<file path="src/rtl/temp_threshold_monitor.sv">
// Persistence-filtered LT/EQ/GT classifier of temperature samples against a run-time threshold.
// Optional build macro ALARM_LATCH_EN turns alarm into a sticky flag cleared by alarm_clr.
`timescale 1ns/1ps

// state | meaning
// S_LT  | last committed classification: temp below threshold
// S_EQ  | last committed classification: temp equal to threshold
// S_GT  | last committed classification: temp above threshold (held down to thresh-HYST)
module temp_threshold_monitor #(
  parameter int WIDTH   = 4,
  parameter int PERSIST = 3,
  parameter int HYST    = 1
) (
  input  logic             clk,
  input  logic             reset,
  input  logic             sample_valid,
  input  logic [WIDTH-1:0] temp,
  input  logic [WIDTH-1:0] thresh,
  output logic             lt,
  output logic             eq,
  output logic             gt,
  output logic             state_chg,
  output logic             alarm,
  input  logic             alarm_clr
);

  localparam int CW = $clog2(PERSIST + 1);
  localparam logic [CW-1:0]  PERSIST_C = CW'(PERSIST);
  localparam logic [CW-1:0]  ONE_C     = CW'(1);
  localparam logic [WIDTH:0] HYST_C    = (WIDTH + 1)'(HYST);

  typedef enum logic [1:0] {
    S_LT = 2'd0,
    S_EQ = 2'd1,
    S_GT = 2'd2
  } state_t;

  state_t        state, state_nxt;
  state_t        pend_cls, pend_nxt;
  state_t        raw_cls;
  logic [CW-1:0] cnt, cnt_nxt, cnt_inc;
  logic          chg_nxt;
  logic          state_chg_q;

  logic [WIDTH:0] temp_x, thresh_x, floor_x;

  assign temp_x   = {1'b0, temp};
  assign thresh_x = {1'b0, thresh};

  // Hysteresis floor saturates at zero rather than wrapping.
  always_comb begin
    floor_x = '0;
    if (thresh_x >= HYST_C) begin
      floor_x = thresh_x - HYST_C;
    end
  end

  always_comb begin
    raw_cls = S_LT;
    if (state == S_GT && temp_x >= floor_x) begin
      raw_cls = S_GT;
    end else if (temp_x > thresh_x) begin
      raw_cls = S_GT;
    end else if (temp_x == thresh_x) begin
      raw_cls = S_EQ;
    end else begin
      raw_cls = S_LT;
    end
  end

  always_comb begin
    state_nxt = state;
    pend_nxt  = pend_cls;
    cnt_nxt   = cnt;
    cnt_inc   = ONE_C;
    chg_nxt   = 1'b0;
    if (sample_valid) begin
      if (raw_cls == state) begin
        cnt_nxt = '0;
      end else begin
        if (raw_cls == pend_cls && cnt != '0) begin
          cnt_inc = cnt + ONE_C;
        end else begin
          pend_nxt = raw_cls;
          cnt_inc  = ONE_C;
        end
        if (cnt_inc == PERSIST_C) begin
          state_nxt = raw_cls;
          cnt_nxt   = '0;
          chg_nxt   = 1'b1;
        end else begin
          cnt_nxt = cnt_inc;
        end
      end
    end
  end

  always_ff @(posedge clk) begin
    if (reset) begin
      state       <= S_LT;
      pend_cls    <= S_LT;
      cnt         <= '0;
      state_chg_q <= 1'b0;
    end else begin
      state       <= state_nxt;
      pend_cls    <= pend_nxt;
      cnt         <= cnt_nxt;
      state_chg_q <= chg_nxt;
    end
  end

  assign lt        = (state == S_LT);
  assign eq        = (state == S_EQ);
  assign gt        = (state == S_GT);
  assign state_chg = state_chg_q;

`ifdef ALARM_LATCH_EN
  logic alarm_q;

  // Entering GT takes precedence over a clear request in the same cycle.
  always_ff @(posedge clk) begin
    if (reset) begin
      alarm_q <= 1'b0;
    end else if (state_nxt == S_GT && state != S_GT) begin
      alarm_q <= 1'b1;
    end else if (alarm_clr && state != S_GT) begin
      alarm_q <= 1'b0;
    end
  end

  assign alarm = alarm_q;
`else
  logic unused_alarm_clr;

  assign unused_alarm_clr = alarm_clr;
  assign alarm            = gt;
`endif

endmodule

</file>
<file path="config.mk">
export PLATFORM = sky130hd
export DESIGN_NAME = temp_threshold_monitor
export DESIGN_NICKNAME = d
export VERILOG_FILES = /design/src/rtl/temp_threshold_monitor.sv
export SDC_FILE = /design/constraint.sdc
export NUM_CORES = 1
export LEC_CHECK = 0
export BUFFER_PORTS_ARGS = -buffer_cell sky130_fd_sc_hd__clkbuf_2
export CAP_MARGIN = 20
export CORE_MARGIN = 3
export CORE_UTILIZATION = 47
export CTS_CLUSTER_SIZE = 14
export DETAILED_ROUTE_END_ITERATION = 12
export PLACE_DENSITY = 0.82
export SETUP_SLACK_MARGIN = 0.1
export SYNTH_ARGS = -nofsm -noshare
export SYNTH_HDL_FRONTEND = slang
export SYNTH_SLANG_ARGS = --single-unit
</file>
<file path="constraint.sdc">
create_clock -name clk -period 2.98 [get_ports clk]
set_input_delay 0.596 -clock clk [delete_from_list [all_inputs] [get_ports clk]]
set_output_delay 0.596 -clock clk [all_outputs]
set_load 0.02 [all_outputs]
</file>
==> results.json <==
{
  "ys_seq_area_share_pct": 19.02,
  "clkTransAtPathRegs_ns": 0.06,
  "root_buffer": "clkbuf_4",
  "clk_path_buf_depth": 2,
  "crit_type": "primary input to register",
  "hold_viol": 0,
  "startpoint_type": "primary input",
  "grt_usage_pct": 23.49,
  "arrival_ns": 3.26,
  "ys.flop_type": "dfxtp_1",
  "synth_common_cells": "ha_1, inv_1, dfxtp_1",
  "netlist_instances": 87,
  "yosys.area.top_type": "dfxtp_1",
  "tightest_slew_ns": 0.3068,
  "reg2reg_depth": 7,
  "synth_edf_count": 0,
  "fp.dieH_um": 45.60,
  "finalClockSkew_ns": 0.006930,
  "start_util_pct": 53.30,
  "async_flop_share_pct": 0,
  "worst_ep_required_time_ns": 3.13,
  "drt_iter0_drc": 19,
  "core_sq_um": 1383,
  "fin_crit_sh_pct": 104.4,
  "grt_pass1_wl_um": 3450,
  "maxSlewViolCount": 0,
  "hpwl_um": 1412,
  "rsz0062_at_grt": "true",
  "num_vias": 788,
  "power_density_nw_per_um2": 286.2,
  "postSynthAreaPerCell_sq_um": 8.471,
  "ys_types": 36,
  "cts_buffers": 3,
  "via_per_inst": 5.970,
  "wl_per_cell_um": 16.03,
  "drc": 0,
  "holdCritPathClass": "register to register",
  "portBuffers": 15,
  "synth_top_area_share_pct": 19.02,
  "leakage_uw": 0.0004980,
  "crit_path_max_fanout": 4,
  "cts_tree": "built",
  "yosys_warnings": 0,
  "final_nets": 141,
  "yosysMostFrequentCell": "ha_1",
  "setup_slack_ns": -0.1309,
  "diodes": 0,
  "clock_latency_ns": 0.26,
  "grt_remaining_overflow": 0,
  "worstPathCellList": "clkbuf_16, inv_12, ha_4, or3_4, o21ai_2, mux2_4, ha_4, a2111oi_4, and4b_4, buf_6, a21oi_4, a221oi_2, or4_4, mux2_4",
  "grt_max_degree": 10,
  "grt_pass1_vias": 781,
  "fmaxAchievable_mhz": 321.4,
  "fin_area_sq_um": 1117,
  "peakVddDrop_v": 0.0002277,
  "syn_area_sq_um": 737.0,
  "rows": 13,
  "antenna_found_initial": 0,
  "relSlewSlack_pct": 79.55,
  "firstDrtPassIters": 4,
  "num-fill-cells": 80,
  "num_io_pins": 17,
  "placed_area_sq_um": 948.4,
  "syn2layout_area_growth_pct": 51.61,
  "power.total_uw": 319.8,
  "end_kind": "register",
  "cts.htree.levels": 1,
  "drive_above_1_share_pct": 47.01,
  "violations": "negative setup slack",
  "utilization_pct": 80.81,
  "die_w_um": 45.60,
  "routabilityCongestion": 0.8612,
  "synth_area_leaders": "dfxtp_1, ha_1, nand2b_1",
  "timing.final.crit_period_ns": 3.111,
  "critPathMaxStageDelay_ns": 0.54,
  "maxCapViolCount": 0,
  "clock-sinks": 7,
  "hold_buffers": 0,
  "synth_nets": 110,
  "min_path_cells": 2,
  "drt-total-wl_um": 2116,
  "finalSetupViolations": 2,
  "postRouteAntennaNets": 0,
  "synth_seq_cells": 7,
  "status": "finished with violations",
  "fp.dieArea_sq_um": 2079,
  "slowest_stage": "or4_4"
}
==> path summary, 6_finish.rpt <==
kind | startpoint | slack (ns) | end
max | thresh[1] | -0.13 | state[1]
max reg2reg | cnt[0] | 0.49 | state[1]
min reg2reg | pend_cls[1] | 0.50 | pend_cls[1]
min | pend_cls[1] | 0.50 | pend_cls[1]
==> layer usage <==
layer / track usage [%] / wire length, um / vias to the layer above
li1: - / - / 379
met1: 26.60 / 902 / 371
met2: 43.73 / 1071 / 34
met3: 5.929 / 120 / 4
met4: 4.094 / 21 / 0
met5: 0 / 0 / -
==> power breakdown <==
| part | switching (uW) | total (uW) | internal, uW |
|---|---|---|---|
| sequential | 2.57 | 98.8 | 96.2 |
| clock | 38.2 | 89.5 | 51.3 |
| combinational | 64.5 | 131 | 67.0 |
==> what timing repair did <==
| item | 4_1_cts | 5_1_grt |
|---|---|---|
| pin swaps | 6 | 7 |
| gates resized for setup | 16 | 7 |
| setup buffers | 3 | 2 |
| setup endpoints to repair | 3 | 7 |
==> cell families after synthesis <==
family	count (synthesis)	share of synthesized area, %
xor gates and xnor gates	1	1.189
adders and majority gates	11	18.68
DFF	7	19.01
AOI/OAI and AO/OA	17	18.34
buffers and inverters	11	6.112
muxes	4	6.281
and+or+nand+nor	36	30.39
==> placed cells by master, fill, tap and decap left out, types with 2 or more instances in the layout <==
| cell type | synthesis | final |
|---|---|---|
| a21oi_1 | 6 | 3 |
| a21oi_2 | 0 | 2 |
| buf_4 | 1 | 10 |
| buf_6 | 0 | 3 |
| clkbuf_2 | 0 | 13 |
| clkbuf_4 | 0 | 3 |
| dfxtp_1 | 7 | 7 |
| ha_1 | 11 | 8 |
| ha_4 | 0 | 3 |
| inv_1 | 9 | 8 |
| mux2_4 | 1 | 2 |
| mux2i_1 | 2 | 2 |
| nand2_1 | 2 | 2 |
| nand2b_1 | 6 | 6 |
| nand3_1 | 3 | 3 |
| nor2_1 | 6 | 5 |
| nor2b_1 | 4 | 4 |
| nor3_1 | 3 | 2 |
| o21ai_2 | 0 | 2 |
==> sequential cells by signal, summed over array words and instances (netlist names) <==
| register | flops |
|---|---|
| cnt | 2 |
| state | 2 |
| pend_cls | 2 |
| state_chg | 1 |
==> critical path: cells and delay by family <==
| family | cells | cell delay (ns) |
|---|---|---|
| fa+ha+maj | 2 | 0.31 |
| buf+inv | 3 | 0.32 |
| compound gates | 4 | 0.51 |
| mux | 2 | 0.58 |
| simple gates | 3 | 0.93 |
==> through the flow <==
step / TNS [ns] / hold slack, ns / setup WS, ns / cells
3_3_place_gp: -1.014 / 0.4721 / -0.4183 / 126
3_5_place_dp: -1.464 / 0.4848 / -0.4756 / 126
4_1_cts: -0.03780 / 0.4912 / -0.03780 / 133
2_1_floorplan: -0.1799 / 0.4579 / -0.1796 / 87
6_report: -0.2139 / 0.4959 / -0.1309 / 132
5_1_grt: -0.3334 / 0.5252 / -0.1914 / 132
==> layout make-up <==
cell class | count | area [sq um] | area share [%]
Multi-Input combinational cell | 69 | 673.1 | 60.25
Timing Repair Buffer | 28 | 212.7 | 19.04
Sequential cell | 7 | 140.1 | 12.54
Inverter | 9 | 46.29 | 4.143
Clock buffer | 4 | 26.28 | 2.352
Tap cell | 15 | 18.77 | 1.680
No activity file was read; power rests on OpenSTA's default activity.
